File: src/rtl/pipe_hazard_ctrl.sv
// Stall/flush controller for the 5-stage pipeline: load-use bubbles, multiply waits, MEM redirects.
// Optional performance counters are enabled by defining PIPE_HAZARD_PERF_EN.
module pipe_hazard_ctrl #(
    parameter int MUL_LATENCY = 4,
    parameter int CNT_W       = 4
) (
    input  logic        clock,
    input  logic        reset,
    input  logic [4:0]  id_rs1,
    input  logic [4:0]  id_rs2,
    input  logic        id_uses_rs1,
    input  logic        id_uses_rs2,
    input  logic [4:0]  ex_rd,
    input  logic        ex_mem_to_reg,
    input  logic        ex_mul,
    input  logic        mem_redirect,
    output logic        pc_hold,
    output logic        if_id_stall,
    output logic        id_ex_stall,
    output logic        ex_mem_stall,
    output logic        mem_wb_stall,
    output logic        if_id_flush,
    output logic        id_ex_flush,
    output logic        ex_mem_flush,
    output logic        mul_busy
`ifdef PIPE_HAZARD_PERF_EN
    ,
    output logic [31:0] perf_stall_cycles,
    output logic [31:0] perf_flush_events
`endif
);

    typedef enum logic {
        IDLE,
        MUL_WAIT
    } state_e;

    localparam bit               MUL_MULTI = (MUL_LATENCY > 1);
    localparam logic [CNT_W-1:0] CNT_LOAD  = CNT_W'((MUL_LATENCY > 1) ? MUL_LATENCY - 2 : 0);

    state_e           state_q, state_d;
    logic [CNT_W-1:0] cnt_q, cnt_d;
    logic             mul_stall;
    logic             load_use;

    // The first stall cycle happens in IDLE as the multiply enters EX; the counter covers the rest.
    assign mul_stall = ((state_q == IDLE) && ex_mul && MUL_MULTI) ||
                       ((state_q == MUL_WAIT) && (cnt_q != '0));

    assign load_use = ex_mem_to_reg && (ex_rd != 5'd0) &&
                      ((id_uses_rs1 && (id_rs1 == ex_rd)) ||
                       (id_uses_rs2 && (id_rs2 == ex_rd)));

    always_comb begin
        state_d = state_q;
        cnt_d   = cnt_q;
        if (mem_redirect) begin
            state_d = IDLE;
            cnt_d   = '0;
        end else begin
            unique case (state_q)
                IDLE: begin
                    if (ex_mul && MUL_MULTI) begin
                        state_d = MUL_WAIT;
                        cnt_d   = CNT_LOAD;
                    end
                end
                MUL_WAIT: begin
                    // ex_mul is ignored here: during the release cycle it still names the old multiply.
                    if (cnt_q == '0) begin
                        state_d = IDLE;
                    end else begin
                        cnt_d = cnt_q - 1'b1;
                    end
                end
                default: begin
                    state_d = IDLE;
                    cnt_d   = '0;
                end
            endcase
        end
    end

    always_ff @(posedge clock) begin
        if (reset) begin
            state_q <= IDLE;
            cnt_q   <= '0;
        end else begin
            state_q <= state_d;
            cnt_q   <= cnt_d;
        end
    end

    always_comb begin
        pc_hold      = 1'b0;
        if_id_stall  = 1'b0;
        id_ex_stall  = 1'b0;
        ex_mem_stall = 1'b0;
        mem_wb_stall = 1'b0;
        if_id_flush  = 1'b0;
        id_ex_flush  = 1'b0;
        ex_mem_flush = 1'b0;
        mul_busy     = 1'b0;
        if (!reset) begin
            mul_busy = mul_stall;
            if (mem_redirect) begin
                if_id_flush  = 1'b1;
                id_ex_flush  = 1'b1;
                ex_mem_flush = 1'b1;
            end else if (mul_stall) begin
                // Hold IF..EX around the multiplier and feed bubbles into MEM so older work drains.
                pc_hold      = 1'b1;
                if_id_stall  = 1'b1;
                id_ex_stall  = 1'b1;
                ex_mem_flush = 1'b1;
            end else if (load_use) begin
                pc_hold     = 1'b1;
                if_id_stall = 1'b1;
                id_ex_flush = 1'b1;
            end
        end
    end

`ifdef PIPE_HAZARD_PERF_EN
    logic [31:0] perf_stall_q;
    logic [31:0] perf_flush_q;

    always_ff @(posedge clock) begin
        if (reset) begin
            perf_stall_q <= '0;
            perf_flush_q <= '0;
        end else begin
            if (pc_hold) begin
                perf_stall_q <= perf_stall_q + 32'd1;
            end
            if (mem_redirect) begin
                perf_flush_q <= perf_flush_q + 32'd1;
            end
        end
    end

    assign perf_stall_cycles = perf_stall_q;
    assign perf_flush_events = perf_flush_q;
`endif

endmodule

File: config.mk
export PLATFORM = sky130hd
export DESIGN_NAME = pipe_hazard_ctrl
export DESIGN_NICKNAME = d
export VERILOG_FILES = /design/src/rtl/pipe_hazard_ctrl.sv
export SDC_FILE = /design/constraint.sdc
export NUM_CORES = 1
export LEC_CHECK = 0
export ABC_AREA = 0
export ABC_CLOCK_PERIOD_IN_PS = 2100
export CAP_MARGIN = 10
export CELL_PAD_IN_SITES_DETAIL_PLACEMENT = 1
export CELL_PAD_IN_SITES_GLOBAL_PLACEMENT = 2
export CORE_UTILIZATION = 18
export DETAILED_ROUTE_END_ITERATION = 6
export PLACE_DENSITY = 0.79
export SLEW_MARGIN = 0
export SYNTH_ARGS = -nofsm -noshare
export SYNTH_HDL_FRONTEND = slang
export SYNTH_SLANG_ARGS = --single-unit
File: constraint.sdc
create_clock -name clock -period 2.1 [get_ports clock]
set_input_delay 0.315 -clock clock [delete_from_list [all_inputs] [get_ports clock]]
set_output_delay 0.315 -clock clock [all_outputs]
set_load 0.1 [all_outputs]
==> run summary <==
Timing
• 0.00309 ns — setup clock skew after layout
• 465 MHz — maximum achievable frequency
• 1 — number of setup violations in the final report
• -0.0501 ns — final setup slack of the worst path
• 2.15 ns — final period demand of the worst path
• yes — setup repair after global routing missed its margin
• 0 — max-slew violation total from the final report
• 102% — share of the clock period used by the worst path
• 0 — count of final hold-check violations

Global routing
• 11.7% — total global routing track utilization
• 0 — number of antenna violations at the first check in global routing
• 7 — maximum number of pins on one net before global-route repair
• 532 — number of global-route vias before repair
• 2.26 mm — first-pass GRT wire length
• 0 — Congestion Overflow GR

Floorplan
• 53.6 um — height of the chip
• 18 — number of core rows
• 2870 sq um — area of the die
• 53.6 um — die extent in x
• 19.2% — effective utilization at floorplan
• 31 — IO Count
• 2500 sq um — placeable core region

Layout
• 121 — net count of the finished layout
• 408 sq um — area occupied by multi-input gates
• 0 — antenna cells
• 41.7% — fraction of final layout cells sized beyond drive strength 1
• 110% — layout overhead on the synthesized area
• 40.2% — utilization after layout
• 303 — total of fill cells in the finished design
• 126 — Cell Count, Final, Fillers Out
• 103 sq um — area used by sequential logic in the layout

Critical path
• sky130_fd_sc_hd__or3b_4 — slowest CP cell
• reg -> out — critical path class
• inv_2 -> ha_4 -> or3b_4 -> mux2i_4 -> o2111ai_2 -> o22ai_4 -> buf_12 — cell breakdown of the critical path
• 3 — Max Fanout on Critical Path
• output port — CP endpoint kind
• 0.51 ns — setup slack of the worst register-to-register path
• 1.78 ns — Crit path required time
• cnt_q[1] — R2R Path Start
• register — critical path startpoint category
• cnt_q[1] — destination of the worst register-to-register timing path
• 0.39 ns — delay of the slowest cell on the worst path
• cnt_q[1] — Setup crit start
• 1.84 ns — signal arrival time at the worst endpoint
• 6 — Worst Reg2Reg Path Length in Cells

Drt
• 527 — count of vias placed by the detailed router
• 1.47 mm — DRT Wirelength
• 0 — Remaining DRCs
• 0 — number of DRC markers in iteration 0
• 0 — Final ANT Viol Nets
• 4.18 — vias per inst
• 11.6 um — mean routed wirelength per cell
• 1 — Detailed Routing Iterations Pass 1

Yosys
• 5 — post-synthesis register bit count
• sky130_fd_sc_hd__dfxtp_1 — cell type with the largest total area after synthesis
• 8.56 sq um — synthesized area divided by synthesized cell count
• 26 — Cell variety after synth
• 0 — Synth Warn #
• 20.9% — fraction of the yosys area taken by sequential cells
• 479 sq um — total standard cell area after synthesis
• 56 — Post-Synthesis Cells
• 20.9% — proportion of netlist area held by the largest area contributor
• sky130_fd_sc_hd__dfxtp_1 21%, sky130_fd_sc_hd__xor2_1 18%, sky130_fd_sc_hd__nor2_1 6.3%, sky130_fd_sc_hd__ha_1 5.2%, sky130_fd_sc_hd__buf_4 4.7% — most area-consuming cells after synthesis

Run
• 0 — MaxCap Viol Count

Min path
• reg -> reg — Worst Hold Class
• cnt_q[3] — hold endpoint
• 2 — Hold Path Cell Cnt
• cnt_q[3] — start point of the worst min-delay path

Clock network
• sky130_fd_sc_hd__clkbuf_4 — root buffer selected by CTS
• built — CTS tree
• 0.05 ns — clock transition at the registers of the reported paths
• 3 — Inserted Clock Buffers
• 1 — H-tree depth
• 0.25 ns — Clk Latency, worst-skew pair
• 0 — hold-fix buffer count after cts
• 2 — clock buffer depth
• 5 — clk sink count

Outcome
• negative setup slack — violated checks
• finished, violations left — run status

Power and ir drop
• 433 nW/um^2 — power density over cell area
• 0.436 mW — Total Power
• 0.324 mV — Worst IR Drop VDD
• 0.401 nW — static leakage power

Placed design
• 1.08 mm — DP HPWL
• 0.632 — routability congestion estimate from global placement
• -0.243 ns — pre-CTS setup slack
• 28 — number of buffers added on ports
• 116 — number of placed cells counting well taps

-- per-layer routing --
metal	wire, um	vias to the layer above	global-route usage [%]
met3	104	2	5.08
met1	589	238	11.8
met2	751	20	20.6
met4	19	0	5.26
li1	-	267	-
met5	0	-	0
-- cells in the mapped netlist --
library cell,instances
sky130_fd_sc_hd__nor3_1,1
sky130_fd_sc_hd__or3b_4,1
sky130_fd_sc_hd__nor4_1,2
sky130_fd_sc_hd__nand3_1,2
sky130_fd_sc_hd__mux2i_1,1
sky130_fd_sc_hd__ha_1,2
sky130_fd_sc_hd__a21oi_1,1
sky130_fd_sc_hd__inv_1,5
sky130_fd_sc_hd__buf_4,3
sky130_fd_sc_hd__conb_1,1
sky130_fd_sc_hd__dfxtp_1,5
sky130_fd_sc_hd__or2_2,1
sky130_fd_sc_hd__and2_0,1
sky130_fd_sc_hd__mux2i_4,1
sky130_fd_sc_hd__o2111ai_2,1
sky130_fd_sc_hd__o22ai_1,1
sky130_fd_sc_hd__xor2_1,10
sky130_fd_sc_hd__or4_1,1
sky130_fd_sc_hd__o211ai_1,1
sky130_fd_sc_hd__xnor2_1,2
sky130_fd_sc_hd__a32oi_1,1
sky130_fd_sc_hd__nor2_1,8
sky130_fd_sc_hd__a221oi_2,1
sky130_fd_sc_hd__o22ai_2,1
sky130_fd_sc_hd__o21ai_0,1
sky130_fd_sc_hd__and2_2,1
-- state kept, by name, summed over array words and instances (netlist names) --
register	count
cnt_q	4
state_q	1
-- layout make-up --
cell class                 instances  share of cell area, %
clock buffer                       4                   2.61
timing repair buffer              38                   41.0
tap                               30                   3.73
inverter                           5                   1.87
sequential                         5                   10.2
multi-input combinational         44                   40.5
-- worst max-delay path by stage --
stage	to	slack (ns)	depth (start not counted)
after detailed placement	pc_hold	-0.24	5
after CTS	id_ex_flush	-0.09	7
final	id_ex_flush	-0.05	7
after floorplan	id_ex_flush	-0.19	6
after global placement	if_id_stall	-0.23	5
after global routing	id_ex_flush	-0.14	7
-- power breakdown --
part	switching, mW	internal [mW]
logic	0.127	0.0941
clock network	0.0424	0.0720
registers	0.00236	0.0975
total	0.172	0.264
-- stage by stage --
step | hold WS, ns | cell area, sq um | setup TNS [ns]
3_5_place_dp | 0.507 | 908 | -0.650
6_report | 0.523 | 1010 | -0.0501
2_1_floorplan | 0.480 | 513 | -0.432
5_1_grt | 0.567 | 1010 | -0.410
4_1_cts | 0.526 | 985 | -0.0897
3_3_place_gp | 0.504 | 908 | -0.636
-- what timing repair did --
| item | 4_1_cts | 5_1_grt |
|---|---|---|
| pin swaps | 7 | 4 |
| setup buffers | 5 | 1 |
| gates resized for setup | 17 | 3 |
| endpoints found under the setup margin | 6 | 6 |
-- worst max-delay path, delay by kind of cell (launching register included) --
| family | cells | cell delay, ns |
|---|---|---|
| buf+inv | 2 | 0.28 |
| flops | 1 | 0.32 |
| simple gates | 1 | 0.39 |
| mux | 1 | 0.18 |
| compound gates | 2 | 0.30 |
| fa+ha+maj | 1 | 0.13 |
-- layout by cell type (no fill, tap or decap), drive strengths merged --
cell	n
clkbuf	4
nor3	1
buf	17
o2111ai	1
a221oi	1
o22ai	2
a32oi	1
nand3	2
mux2i	2
o211ai	1
or3b	1
conb	2
nor2	8
dfxtp	5
clkdlybuf4s50	11
nor4	2
dlygate4sd2	10
ha	2
and2	2
or4	1
xor2	10
o21ai	1
a21oi	1
or2	1
xnor2	2
inv	5
-- kinds of logic (layout without fill, tap and decap cells) --
group | after synthesis | after routing | synth area share (%)
AO/OA/AOI/OAI | 8 | 8 | 15.7
XOR/XNOR | 12 | 12 | 21.9
adder cells (fa/ha/maj) | 2 | 2 | 5.22
buffers and inverters | 8 | 47 | 8.62
flip-flops | 5 | 5 | 20.9
multiplexers | 2 | 2 | 6.79
other | 1 | 2 | 0.783
AND/OR/NAND/NOR | 18 | 18 | 20.1
(Power assumes the default switching activity.)
